===== config.mk =====
export PLATFORM = sky130hd
export DESIGN_NAME = fb_write_arbiter
export DESIGN_NICKNAME = d
export VERILOG_FILES = /design/src/rtl/fb_write_arbiter.sv
export SDC_FILE = /design/constraint.sdc
export NUM_CORES = 1
export LEC_CHECK = 0
export ABC_AREA = 0
export BUFFER_PORTS_ARGS = -buffer_cell sky130_fd_sc_hd__buf_2
export CAP_MARGIN = 20
export CORE_ASPECT_RATIO = 1.75
export CORE_MARGIN = 2
export CORE_UTILIZATION = 30
export CTS_CLUSTER_SIZE = 8
export DETAILED_ROUTE_END_ITERATION = 10
export GPL_TIMING_DRIVEN = 1
export PLACE_DENSITY = 0.51
export SKIP_CTS_REPAIR_TIMING = 1
export SYNTH_ARGS = -nofsm -noshare
export SYNTH_HDL_FRONTEND = slang
export SYNTH_SLANG_ARGS = --single-unit

===== constraint.sdc =====
create_clock -name clk -period 4.1 [get_ports clk]
set_clock_uncertainty 0.1 [all_clocks]
set_input_delay 0.41 -clock clk [delete_from_list [all_inputs] [get_ports clk]]
set_output_delay 0.41 -clock clk [all_outputs]
set_load 0.05 [all_outputs]

===== src/rtl/fb_write_arbiter.sv =====
// Write-port controller for the 80x60 RGB444 frame buffer: round-robin camera/overlay
// arbitration, (x,y) to linear address conversion, and frame-aligned freeze/resume.
module fb_write_arbiter #(
  parameter int unsigned C_COLS    = 80,
  parameter int unsigned C_ROWS    = 60,
  parameter int unsigned C_NB_ADDR = 13,
  parameter int unsigned C_NB_PIX  = 12
) (
  input  logic                 clk,
  input  logic                 rst,
  input  logic                 cam_valid,
  output logic                 cam_ready,
  input  logic [6:0]           cam_x,
  input  logic [5:0]           cam_y,
  input  logic [C_NB_PIX-1:0]  cam_rgb,
  input  logic                 cam_frame_start,
  input  logic                 ovl_valid,
  output logic                 ovl_ready,
  input  logic [6:0]           ovl_x,
  input  logic [5:0]           ovl_y,
  input  logic [C_NB_PIX-1:0]  ovl_rgb,
  input  logic                 freeze_req,
  output logic                 frozen,
  output logic                 wr_en,
  output logic [C_NB_ADDR-1:0] wr_addr,
  output logic [C_NB_PIX-1:0]  wr_data,
  output logic [7:0]           drop_cnt
);

  localparam logic [6:0] COLS_X = 7'(C_COLS);
  localparam logic [5:0] ROWS_Y = 6'(C_ROWS);

  typedef enum logic [1:0] {LIVE, FREEZE_PEND, FROZEN, RESUME_PEND} state_t;

  state_t               state;
  state_t               state_nxt;
  logic                 cam_en;
  logic                 last_cam;
  logic                 cam_req;
  logic                 grant_cam;
  logic                 grant_ovl;
  logic                 xfer;
  logic                 in_range;
  logic [6:0]           sel_x;
  logic [5:0]           sel_y;
  logic [C_NB_PIX-1:0]  sel_rgb;
  logic [C_NB_ADDR-1:0] y_ext;
  logic [C_NB_ADDR-1:0] addr;

  // Capture state register
  always_ff @(posedge clk or negedge rst) begin
    if (!rst) state <= LIVE;
    else      state <= state_nxt;
  end

  // Next state and camera enable; a frame_start beat belongs to the new frame
  always_comb begin
    state_nxt = state;
    cam_en    = 1'b0;
    unique case (state)
      LIVE: begin
        cam_en = 1'b1;
        if (freeze_req) state_nxt = FREEZE_PEND;
      end
      FREEZE_PEND: begin
        cam_en = !(cam_frame_start && freeze_req);
        if (!freeze_req)          state_nxt = LIVE;
        else if (cam_frame_start) state_nxt = FROZEN;
      end
      FROZEN: begin
        if (!freeze_req) state_nxt = RESUME_PEND;
      end
      RESUME_PEND: begin
        cam_en = cam_frame_start;
        if (freeze_req)           state_nxt = FROZEN;
        else if (cam_frame_start) state_nxt = LIVE;
      end
      default: state_nxt = LIVE;
    endcase
  end

  // Round-robin grant; a suppressed camera beat is swallowed without using a slot
  always_comb begin
    cam_req   = cam_valid && cam_en;
    grant_cam = cam_req && (!ovl_valid || !last_cam);
    grant_ovl = ovl_valid && (!cam_req || last_cam);
    xfer      = grant_cam || grant_ovl;
    sel_x     = grant_cam ? cam_x   : ovl_x;
    sel_y     = grant_cam ? cam_y   : ovl_y;
    sel_rgb   = grant_cam ? cam_rgb : ovl_rgb;
    in_range  = (sel_x < COLS_X) && (sel_y < ROWS_Y);
    y_ext     = C_NB_ADDR'(sel_y);
    addr      = (y_ext << 6) + (y_ext << 4) + C_NB_ADDR'(sel_x);
  end

  assign cam_ready = rst && (!cam_en || grant_cam);
  assign ovl_ready = rst && grant_ovl;

  // Write port, drop counter, arbitration history and frozen flag
  always_ff @(posedge clk or negedge rst) begin
    if (!rst) begin
      wr_en    <= 1'b0;
      wr_addr  <= '0;
      wr_data  <= '0;
      drop_cnt <= 8'd0;
      last_cam <= 1'b0;
      frozen   <= 1'b0;
    end else begin
      wr_en  <= xfer && in_range;
      frozen <= (state_nxt == FROZEN) || (state_nxt == RESUME_PEND);
      if (xfer) last_cam <= grant_cam;
      if (xfer && in_range) begin
        wr_addr <= addr;
        wr_data <= sel_rgb;
      end
      if (xfer && !in_range && (drop_cnt != 8'hFF)) drop_cnt <= drop_cnt + 8'd1;
    end
  end

endmodule


==> results_dict.tcl, run 1 <==
set metrics [dict create \
    status "finished, violations left" \
    violations "negative hold slack" \
    ys_seq_area_frac 0.430 \
    clk_latency_ps 280 \
    cts_tree "built" \
    setup_viol 0 \
    overflow 0 \
    avgSynthCellArea_sq_um 10.7 \
    tightest_slew_ps 546 \
    routed_wl_um 5600 \
    period_share 0.815 \
    synth_common_cells "dfrtp_1, o21ai_1, mux2i_1, ha_1, xnor2_1" \
    reg2reg_to "wr_addr[11]" \
    routedWlPerCell_um 14.5 \
    end_kind "register" \
    die_y_um 118 \
    hold_violations 18 \
    grtUsageTotal 0.146 \
    place_hpwl_um 4410 \
    synth_nets 277 \
    setup_slack_ps 760 \
    yosys_warnings 0 \
    slew_headroom 0.634 \
    cts_made_buffers 5 \
    synth_top_area_frac 0.430 \
    pre_cts_ws_ps 647 \
    final.setup.tns_ps 0 \
    crit_buf_inv 0 \
    clkSinkCount 38 \
    coreArea_sq_mm 0.00718 \
    static-leakage-power_nw 1.51 \
    grt_first_pass_wirelength_um 9000 \
    rsz0062_at_grt "false" \
    ant_nets 0 \
    slowest_delay_ps 440 \
    netlist_top_cells_area "dfrtp_1, o21ai_1, mux2i_1" \
    drcViolationCount 0 \
    num_vias 1895 \
    initial_core_util 0.308 \
    syn_area_sq_mm 0.00221 \
    viasPerCell 4.91 \
    fillerInstances 762 \
    cts_buffer_depth 2 \
    final_util 0.406 \
    timing.fmax_ghz 0.299 \
    finalHoldWorstSlack_ps -24.2 \
    ir_drop_uv 265 \
    regToRegSetupSlack_ps 760 \
    drtIter0Drc 87 \
    crit_family "adder cells" \
    rr_startpoint "state[1]" \
    power.density_mw_per_mm2 862 \
    ys_types 38 \
    gp_congestion 0.788 \
    crit_type "reg2reg" \
    ys.flop_type "dfrtp_1" \
    area.growth.synth_to_final_pct 31.7 \
    synthCells 207 \
    place_area_sq_mm 0.00275 \
    drive_above_1_share 0.403 \
    cap_violations 0 \
    critical_path_arrival_ps 3400 \
    synth-async-reset-ratio 1.00 \
    grt_pass1_vias 1917 \
    drv_slew 0 \
    r2r_cells 11 \
    ys_ff_latch 38 \
    fin_area_sq_mm 0.00291 \
    final_nets 369 \
    num_rows 41 \
    yosysTopAreaCell "dfrtp_1" \
    worst_path_max_delay_cell "mux2_2" \
    drt_first_pass_iters 4 \
    min_period_ps 3340 \
    worstPathCellList "a21bo_2, nand4_2, mux2_2, ha_1, ha_1, fa_1, a211oi_1, o21bai_1, a21oi_1, xnor2_1, o21ai_1" \
    ioPinCount 93 \
    grt_max_degree 30 \
    cts-root-buf "clkbuf_16" \
    num_antenna_cells 0 \
    htreeDepth 2 \
    required_ps 4150 \
    antenna_found_initial 0 \
    synth_edf_count 0 \
    die_area_sq_mm 0.00811 \
    fp.dieW_um 68.9 \
    clk_pin_slew_ps 60 \
    hold_path_class "in2async" \
    crit_top_cell "ha_1" \
    port_buffers 92 \
    start_kind "register" \
    cp_max_fo 15 \
]
==> cells by family (layout without fill, tap and decap cells) <==
logic type | after synthesis | after routing | synth area share
multiplexers | 31 | 31 | 0.156
AO/OA/AOI/OAI | 63 | 63 | 0.159
XOR/XNOR | 15 | 15 | 0.0594
flip-flops | 38 | 38 | 0.430
AND/OR/NAND/NOR | 30 | 30 | 0.0735
buffers and inverters | 16 | 109 | 0.0396
adder cells (fa/ha/maj) | 14 | 14 | 0.0825
==> worst reg2reg max path, delay by kind of cell (launching register included) <==
family / cells / cell delay (ps)
xor+xnor: 1 / 130
mux: 1 / 440
flops: 1 / 390
simple gates: 1 / 380
fa+ha+maj: 3 / 960
compound gates: 5 / 830
==> stage by stage <==
| stage | instances | power, mW |
|---|---|---|
| after floorplan | 207 | 1.77 |
| after global placement | 378 | 2.09 |
| after detailed placement | 378 | 2.11 |
| after CTS | 386 | 2.55 |
| after global routing | 386 | 2.68 |
| final | 386 | 2.51 |
==> area by class of cell <==
type / count / area (sq um) / share of cell area
Timing Repair Buffer: 96 / 490 / 0.168
Tap cell: 86 / 108 / 0.0369
Clock inverter: 3 / 40.0 / 0.0137
Sequential cell: 38 / 951 / 0.326
Clock buffer: 5 / 125 / 0.0429
Multi-Input combinational cell: 153 / 1180 / 0.405
Inverter: 5 / 18.8 / 0.00644
==> placed cells by master, fill, tap and decap left out, drive strengths merged <==
cell,netlist,final
buf,9,96
a311o,1,1
a21boi,1,1
o21ba,1,1
a211oi,1,1
mux2i,18,18
nand4,7,7
a21bo,1,1
a21o,1,1
o211ai,1,1
a21oi,6,6
dfrtp,38,38
o31ai,1,1
inv,5,5
and3,2,2
mux2,13,13
o21ai,45,45
nor2,1,1
ha,13,13
nand3,3,3
xnor2,13,13
or2,1,1
clkbuf,2,5
nand4b,1,1
o21bai,1,1
bufinv,0,1
o211a,1,1
clkinv,0,2
xor2,2,2
a31oi,2,2
fa,1,1
and2,4,4
nand2,11,11
==> how the worst max path moves through the flow <==
stage,startpoint,endpoint,slack [ps],depth (start not counted)
2_1_floorplan,cam_frame_start,wr_addr[11],690,13
3_3_place_gp,freeze_req,wr_addr[11],720,12
3_5_place_dp,freeze_req,wr_addr[11],650,12
4_1_cts,state[1],wr_addr[11],740,11
5_1_grt,state[1],wr_addr[11],490,11
6_report,state[1],wr_addr[11],760,11
==> report_power, final <==
part / switching (mW) / internal (mW) / leakage (nW)
Clock: 0.145 / 0.284 / 0.0836
Sequential: 0.0998 / 0.545 / 0.468
Combinational: 0.991 / 0.447 / 0.959
==> metal layers <==
layer	track usage	up-vias	wire length [um]
met5	0	-	0
met4	0.0551	0	99
met3	0.0229	6	220
met2	0.264	46	3080
met1	0.163	908	2200
li1	-	935	-
==> flip-flops by register name, indices dropped and copies added, names as in the netlist <==
register,flops
wr_en,1
wr_addr,13
frozen,1
last_cam,1
drop_cnt,8
state,2
wr_data,12
No activity file was read; power rests on OpenSTA's default activity.
==> inputs of run 2 (changes only) <==
Clock period 4.1 ns to 3.3 ns, I/O delays scaled along.
==> results_dict.tcl, run 2 (synthesis gave the netlist of run 1 again) <==
set metrics [dict create \
    clk_pin_slew_ps 60 \
    fin_area_sq_mm 0.00295 \
    sw_frac_of_total 0.499 \
    grt_max_degree 32 \
    final_nets 374 \
    status "completed" \
    die_area_sq_mm 0.00811 \
    cap_violations 0 \
    largest_reg_flops 13 \
    viasPerCell 4.85 \
    cts_buffer_depth 2 \
    hold_violations 0 \
    final.setup.tns_ps 0 \
    overflow 0 \
    period_share 0.949 \
    die_y_um 118 \
    coreArea_sq_mm 0.00718 \
    required_ps 3350 \
    drtIter0Drc 72 \
    initial_core_util 0.308 \
    crit_type "reg2reg" \
    use_met2 0.266 \
    cts-root-buf "clkbuf_16" \
    place_area_sq_mm 0.00277 \
    final_cell_mix "buf_2, o21ai_1, dfrtp_1" \
    pwr-share-comb 0.585 \
    cts_made_buffers 5 \
    setup_slack_ps 169 \
    start_kind "register" \
    fp.dieW_um 68.9 \
    grt_pass1_vias 1911 \
    routed_wl_um 5590 \
    clkSinkCount 38 \
    antenna_found_initial 0 \
    routedWlPerCell_um 14.3 \
    gp_congestion 0.813 \
    ir_drop_uv 557 \
    num_rows 41 \
    use_met1 0.172 \
    hold_path_class "in2reg" \
    port_buffers 92 \
    num_vias 1897 \
    drt_first_pass_iters 4 \
    htreeDepth 2 \
    total_power_mw 3.09 \
    grt_first_pass_wirelength_um 9160 \
    place_hpwl_um 4390 \
    clk_latency_ps 270 \
    grtUsageTotal 0.149 \
    min_period_ps 3130 \
    switchingPower_mw 1.54 \
    power.density_mw_per_mm2 1050 \
    ioPinCount 93 \
    top_register "wr_addr" \
    drcViolationCount 0 \
    num_antenna_cells 0 \
    cp_max_fo 7 \
    ant_nets 0 \
    rsz0062_at_grt "false" \
    end_kind "register" \
    slew_headroom 0.655 \
    use_met3 0.0163 \
    final_util 0.411 \
    drive_above_1_share 0.410 \
    static-leakage-power_nw 1.52 \
    grt_busiest_layer "met2" \
    clkPwrFrac 0.157 \
    tightest_slew_ps 516 \
    mostFrequentLayoutCell "buf_2" \
    drv_slew 0 \
    setup_viol 0 \
    cts_tree "built" \
    timing.fmax_ghz 0.319 \
    pre_cts_ws_ps 91.0 \
    intPower_mw 1.55 \
    pwr-share-seq 0.258 \
    top_regs "wr_addr (13), wr_data (12), drop_cnt (8)" \
    critical_path_arrival_ps 3180 \
    area.growth.synth_to_final_pct 33.2 \
]
run 2: cell types whose count changed in the layout (fill, tap and decap cells not counted):
cell	change
buf_4	+4
nand4_2	-1
nand4_4	+1
clkinv_2	-1
dlygate4sd3_1	+1
bufinv_16	-1
clkinvlp_4	+1
clkbuf_8	+1
run 2: worst max-delay path: stages, from the launching register on:
cell	delay (ps)
dfrtp_1	390
nand4b_1	290
nand4_4	190
mux2_2	370
ha_1	300
ha_1	230
fa_1	430
a211oi_1	230
o21bai_1	100
a21oi_1	170
xnor2_1	130
o21ai_1	70
run 2: power groups by stage:
stage | registers [mW] | clock network (mW) | logic (mW)
floorplan | 1.48 | 0 | 0.726
global placement | 0.802 | 0 | 1.81
detailed placement | 0.814 | 0 | 1.82
CTS | 0.804 | 0.499 | 1.82
global route | 0.828 | 0.521 | 1.96
finish | 0.799 | 0.486 | 1.81
run 2: through the flow:
| step | hold WS [ps] | std cells |
|---|---|---|
| 3_3_place_gp | 95.0 | 381 |
| 4_1_cts | -203 | 389 |
| 3_5_place_dp | 92.2 | 381 |
| 6_report | 175 | 391 |
| 5_1_grt | 197 | 391 |
| 2_1_floorplan | -65.6 | 207 |
run 2: area by class of cell:
class | instances | area (sq um)
sequential | 38 | 951
timing repair buffer | 101 | 531
fill | 771 | 4230
multi-input combinational | 153 | 1190
clock buffer | 6 | 139
clock inverter | 2 | 12.5
tap | 86 | 108
inverter | 5 | 18.8
run 2: layer usage:
metal / part of all wire / up-vias
met4: 0.018 / 0
met2: 0.55 / 48
met5: 0 / -
met3: 0.041 / 6
met1: 0.39 / 902
li1: - / 941
run 2: final timing paths:
kind,startpoint,to,slack [ps],cells after the start
worst min register to register,wr_data[0],wr_data[0],390,2
worst min-delay path,cam_frame_start,state[0],180,2
worst max-delay path,state[1],wr_addr[11],170,11
worst max register to register,state[1],wr_addr[11],170,11
min in group asynchronous,rst,drop_cnt[1],340,2
max in group asynchronous,rst,wr_data[3],2110,3
